===== config.mk =====
export PLATFORM = sky130hd
export DESIGN_NAME = ro_count_averager
export DESIGN_NICKNAME = d
export VERILOG_FILES = /design/src/rtl/ro_meas_pkg.sv /design/src/rtl/ro_minmax_tracker.sv /design/src/rtl/ro_count_averager.sv
export SDC_FILE = /design/constraint.sdc
export NUM_CORES = 1
export LEC_CHECK = 0
export BUFFER_PORTS_ARGS = -buffer_cell sky130_fd_sc_hd__buf_2
export CAP_MARGIN = 20
export CORE_ASPECT_RATIO = 1.1
export CORE_MARGIN = 4
export CORE_UTILIZATION = 40
export DETAILED_ROUTE_END_ITERATION = 16
export PLACE_DENSITY = 0.66
export SLEW_MARGIN = 20
export SYNTH_ARGS = -nofsm -noshare
export SYNTH_HDL_FRONTEND = slang
export SYNTH_SLANG_ARGS = --single-unit

===== constraint.sdc =====
create_clock -name clk -period 3.3 [get_ports clk]
set_input_delay 0.165 -clock clk [delete_from_list [all_inputs] [get_ports clk]]
set_output_delay 0.165 -clock clk [all_outputs]
set_load 0.02 [all_outputs]

===== src/rtl/ro_meas_pkg.sv =====
// ro_meas_pkg: shared constants, state encoding and width helper for the ring-oscillator measurement path
package ro_meas_pkg;
  localparam int COUNT_W_DEF = 16;
  typedef enum logic [1:0] {IDLE = 2'd0, ACCUM = 2'd1, DONE = 2'd2} state_e;
  function automatic int acc_width(input int count_w, input int log2_n);
    return count_w + log2_n;
  endfunction
endpackage


===== src/rtl/ro_minmax_tracker.sv =====
// ro_minmax_tracker: running min/max of strobed samples, cleared at the start of each run
module ro_minmax_tracker #(
  parameter int W = 16
) (
  input  logic         clk,
  input  logic         rst,
  input  logic         clr_i,
  input  logic         sample_i,
  input  logic [W-1:0] value_i,
  output logic [W-1:0] min_next_o,
  output logic [W-1:0] max_next_o
);
  logic [W-1:0] min_q, min_d, max_q, max_d;
  // next min/max including the sample on this edge, so the owner can snapshot the final sample
  always_comb begin
    min_d = clr_i ? '1 : (sample_i && value_i < min_q) ? value_i : min_q;
    max_d = clr_i ? '0 : (sample_i && value_i > max_q) ? value_i : max_q;
  end
  // running extremes
  always_ff @(posedge clk) begin
    min_q <= rst ? '1 : min_d;
    max_q <= rst ? '0 : max_d;
  end
  assign min_next_o = min_d;
  assign max_next_o = max_d;
endmodule


===== src/rtl/ro_count_averager.sv =====
// ro_count_averager: averages 2^LOG2_N ring counts and presents the result on valid/ready; RO_MINMAX_EN adds min/max outputs
module ro_count_averager
  import ro_meas_pkg::*;
#(
  parameter int COUNT_W    = COUNT_W_DEF,
  parameter int LOG2_N     = 3,
  parameter bit CONTINUOUS = 1'b0
) (
  input  logic               clk,
  input  logic               rst,
  input  logic               start,
  input  logic [COUNT_W-1:0] value_in,
  input  logic               value_valid,
  output logic [COUNT_W-1:0] avg_out,
  output logic               avg_valid,
  input  logic               avg_ready,
  output logic               busy,
`ifdef RO_MINMAX_EN
  output logic [COUNT_W-1:0] min_out,
  output logic [COUNT_W-1:0] max_out,
`endif
  output logic               overrun
);
  localparam int ACC_W = acc_width(COUNT_W, LOG2_N);
  localparam int CNT_W = LOG2_N + 1;
  localparam logic [CNT_W-1:0] LAST = CNT_W'((2 ** LOG2_N) - 1);
  state_e             state_q, state_d;
  logic [ACC_W-1:0]   acc_q, acc_d, sum;
  logic [CNT_W-1:0]   cnt_q, cnt_d;
  logic [COUNT_W-1:0] avg_q, avg_d;
  logic               ovr_q, ovr_d;
  logic               last_sample;
  assign sum         = acc_q + ACC_W'(value_in);
  assign last_sample = state_q == ACCUM && value_valid && cnt_q == LAST;
  // control FSM: accumulate, publish the truncated mean, wait for the handshake
  always_comb begin
    state_d = state_q;
    acc_d   = acc_q;
    cnt_d   = cnt_q;
    avg_d   = avg_q;
    ovr_d   = ovr_q;
    case (state_q)
      IDLE: if (start) begin
        state_d = ACCUM;
        acc_d   = '0;
        cnt_d   = '0;
        ovr_d   = 1'b0;
      end
      ACCUM: if (value_valid) begin
        acc_d = sum;
        cnt_d = cnt_q + 1'b1;
        if (cnt_q == LAST) begin
          state_d = DONE;
          avg_d   = sum[ACC_W-1:LOG2_N];
        end
      end
      DONE: begin
        if (value_valid) ovr_d = 1'b1;
        if (avg_ready) begin
          state_d = CONTINUOUS ? ACCUM : IDLE;
          acc_d   = '0;
          cnt_d   = '0;
        end
      end
      default: state_d = IDLE;
    endcase
  end
  // state and datapath registers
  always_ff @(posedge clk) begin
    if (rst) begin
      state_q <= IDLE;
      acc_q   <= '0;
      cnt_q   <= '0;
      avg_q   <= '0;
      ovr_q   <= 1'b0;
    end else begin
      state_q <= state_d;
      acc_q   <= acc_d;
      cnt_q   <= cnt_d;
      avg_q   <= avg_d;
      ovr_q   <= ovr_d;
    end
  end
  assign avg_out   = avg_q;
  assign avg_valid = state_q == DONE;
  assign busy      = state_q == ACCUM;
  assign overrun   = ovr_q;
`ifdef RO_MINMAX_EN
  logic               run_clr;
  logic [COUNT_W-1:0] min_nxt, max_nxt, min_q, max_q;
  assign run_clr = (state_q == IDLE && start) || (CONTINUOUS && state_q == DONE && avg_ready);
  ro_minmax_tracker #(.W(COUNT_W)) u_minmax (
    .clk       (clk),
    .rst       (rst),
    .clr_i     (run_clr),
    .sample_i  (state_q == ACCUM && value_valid),
    .value_i   (value_in),
    .min_next_o(min_nxt),
    .max_next_o(max_nxt)
  );
  // snapshot extremes alongside the average
  always_ff @(posedge clk) begin
    min_q <= rst ? '1 : last_sample ? min_nxt : min_q;
    max_q <= rst ? '0 : last_sample ? max_nxt : max_q;
  end
  assign min_out = min_q;
  assign max_out = max_q;
`else
  logic unused_last;
  assign unused_last = last_sample;
`endif
endmodule


==> reports/qor.yml <==
synthesis:
  yosys-top-cells-count: "dfxtp_1 (42), a21oi_1 (36), nor2_1 (29)"
  ys.warnings.count: 0
  yosysTopAreaCell: "dfxtp_1"
  synth.most_common_cell: "dfxtp_1"
  muxShareOfSynthArea: 0.0119
  synth_edf_count: 0
  avgSynthCellArea_sq_um: 7.93
  synth_top_family_by_area: "compound AO/OA/AOI/OAI gates"
  synth_top_cell_area_share: 0.320
  synth-xor-area-share: 0.0167
  ys_seq_area_frac: 0.320
  synth-seq-cells: 42
  yosys-top-cells-area: "dfxtp_1 (32%), ha_1 (8.1%), a21oi_1 (6.9%), nor2_1 (4.1%), nand2_1 (4.0%)"
  synth-adder-area-share: 0.0887
  syn-num-nets: 370
  async_flop_share: 0
  synth_compound_area_frac: 0.282
  ys_types: 54
  synthSimpleGateAreaFrac: 0.241
  syn_area_sq_um: 2620
  syn_inst: 331
  ys.flop_type: "dfxtp_1"
global_route:
  grt_pass1_vias: 2364
  grt_usage: 0.174
  grt_max_degree: 47
  grt_pass1_wl_um: 11300
  antenna_found_initial: 0
  grt-ovfl-total: 0
worst_setup_path:
  critPathTopFamily: "compound AO/OA/AOI/OAI gates"
  critPathArrivalTime_ps: 2640
  critPathCaptureType: "register"
  cpPeakStageDelay_ps: 510
  path_buf_inv: 0
  crit_path_cell_trace: "ha_1, fa_1, a211o_1, a21oi_2, nor3_1, o21a_1, or4_1, nand3_1"
  r2r_start: "acc_q[0]$_SDFFE_PP0P_"
  startpoint: "acc_q[0]$_SDFFE_PP0P_"
  critical-path-slowest-cell: "or4_1"
  r2r_cells: 8
  worstPathMaxFanout: 4
  critical_path_class: "register to register"
  worst-endpoint-required_ps: 3540
  worst-path-stages: 8
  cp-start-kind: "register"
die:
  num_rows: 30
  core_sq_um: 6270
  fp.dieArea_sq_um: 7920
  die_h_um: 92.9
  io_pins: 40
  die_w_um: 85.2
  start_util: 0.419
cts:
  clk_pin_slew_ps: 80
  insertion_delay_ps: 300
  cts_buffer_depth: 2
  cts.sinks: 42
  cts-root-buf: "clkbuf_8"
  cts_max_level: 2
  hold_buffers: 0
  cts_tree: "done"
  cts_made_buffers: 5
  cts_setup_buffers: 0
  cts_resized: 0
detailed_routing:
  detail_route.iter0.violations: 110
  vias: 2546
  wire_per_inst_um: 15.1
  avgViaCountPerCell: 5.76
  ant_nets: 0
  drc: 0
  wl_um: 6660
  first_pass_iters: 5
layout:
  instances_no_fill: 442
  drive_gt1_frac: 0.163
  finalInstanceArea_sq_um: 2990
  antenna_cells: 0
  area_growth_pct: 13.9
  fin_nets: 401
  fillerInstances: 631
sta:
  finalCritPeriodShare: 0.726
  fin_ws_ps: 904
  finalHoldViolations: 0
  rsz0062_at_grt: "false"
  max_freq_ghz: 0.417
  drv_slew: 0
  fin_worst_skew_ps: 8.36
  worst_slew_pin_slew_ps: 845
  slew_headroom: 0.437
  period_minus_slack_ps: 2400
  setup_viol: 0
  tns_ps: 0
power_and_ir_drop:
  ir_drop_uv: 168
  p_total_mw: 1.14
  power_density_nw_per_um2: 380
  p_leak_nw: 1.28
run:
  maxCapViolCount: 0
place:
  place_area_sq_um: 2880
  dp_hpwl_um: 4740
  placedCellCount: 435
  pre_cts_slack_ps: 936
  gp_congestion: 0.872
  numPortBuffers: 39
min_path:
  min-delay-start: "avg_ready"
  hold_class: "primary input to register"
  min_path_cells: 3
run_status:
  outcome: "finished clean"
[per-stage QoR]
step | hold slack (ps) | utilization
finish | 144 | 0.477
CTS | 142 | 0.477
floorplan | 347 | -
global placement | 441 | 0.459
global route | 154 | 0.477
detailed placement | 447 | 0.459
[worst reg2reg max path: stages, from the launching register on]
cell and delay (ps):
dfxtp_1 320, ha_1 200, fa_1 420, a211o_1 300, a21oi_2 190, nor3_1 110
o21a_1 210, or4_1 510, nand3_1 80
[kinds of logic (layout without fill, tap and decap cells)]
group	after synthesis	in the layout
flops	42	42
xor+xnor	5	5
buf+inv	26	57
compound gates	112	112
fa+ha+maj	18	18
mux	3	3
simple gates	125	125
[routing by layer]
metal / global-route usage / vias to the layer above / part of all wire / routed length, um
li1: - / 1294 / - / -
met1: 0.237 / 1179 / 0.48 / 3170
met2: 0.278 / 63 / 0.46 / 3050
met3: 0.0329 / 10 / 0.052 / 343
met4: 0.0528 / 0 / 0.014 / 94
met5: 0 / - / 0 / 0
[cell type report]
class	instances	area (sq um)	area share
timing repair buffer	43	225	0.0754
inverter	7	26.3	0.00879
clock inverter	1	30.0	0.0101
multi-input combinational	263	1680	0.563
clock buffer	6	82.6	0.0276
tap	80	100	0.0335
sequential	42	841	0.281
[sequential cells by signal (all words and copies together), names as in the netlist]
| name | count |
|---|---|
| acc_q | 19 |
| state_q | 2 |
| cnt_q | 4 |
| overrun | 1 |
| avg_out | 16 |
[power by group]
part	leakage, nW	internal (mW)	total [mW]	switching, mW
sequential	0.340	0.517	0.524	0.00728
combinational	0.885	0.0671	0.185	0.118
clock	0.0573	0.242	0.427	0.184
[worst paths after layout]
path | to | slack, ps
max | avg_out[13]$_SDFFE_PP0P_ | 900
min | state_q[1]$_SDFFE_PP0P_ | 140
max reg2reg | avg_out[13]$_SDFFE_PP0P_ | 900
min reg2reg | avg_out[0]$_SDFFE_PP0P_ | 450
[cells in the final DEF (no fill, tap or decap), types with 4 or more instances in the layout]
master,synthesis,layout
nor3_1,10,10
a22oi_1,8,8
nand4_1,8,8
a21oi_1,36,35
nand2_1,28,28
clkbuf_8,0,6
nor2b_1,5,5
buf_4,1,4
nor2_1,29,29
nand3_1,16,16
or3_1,4,4
a31oi_1,9,9
o21ai_0,17,17
or4_1,5,5
dfxtp_1,42,42
a21oi_2,3,4
and3_1,4,4
xnor2_1,4,4
inv_1,6,6
buf_2,2,39
ha_1,17,17
a21o_1,7,7
nand2b_1,5,5
No activity file was read; power rests on OpenSTA's default activity.
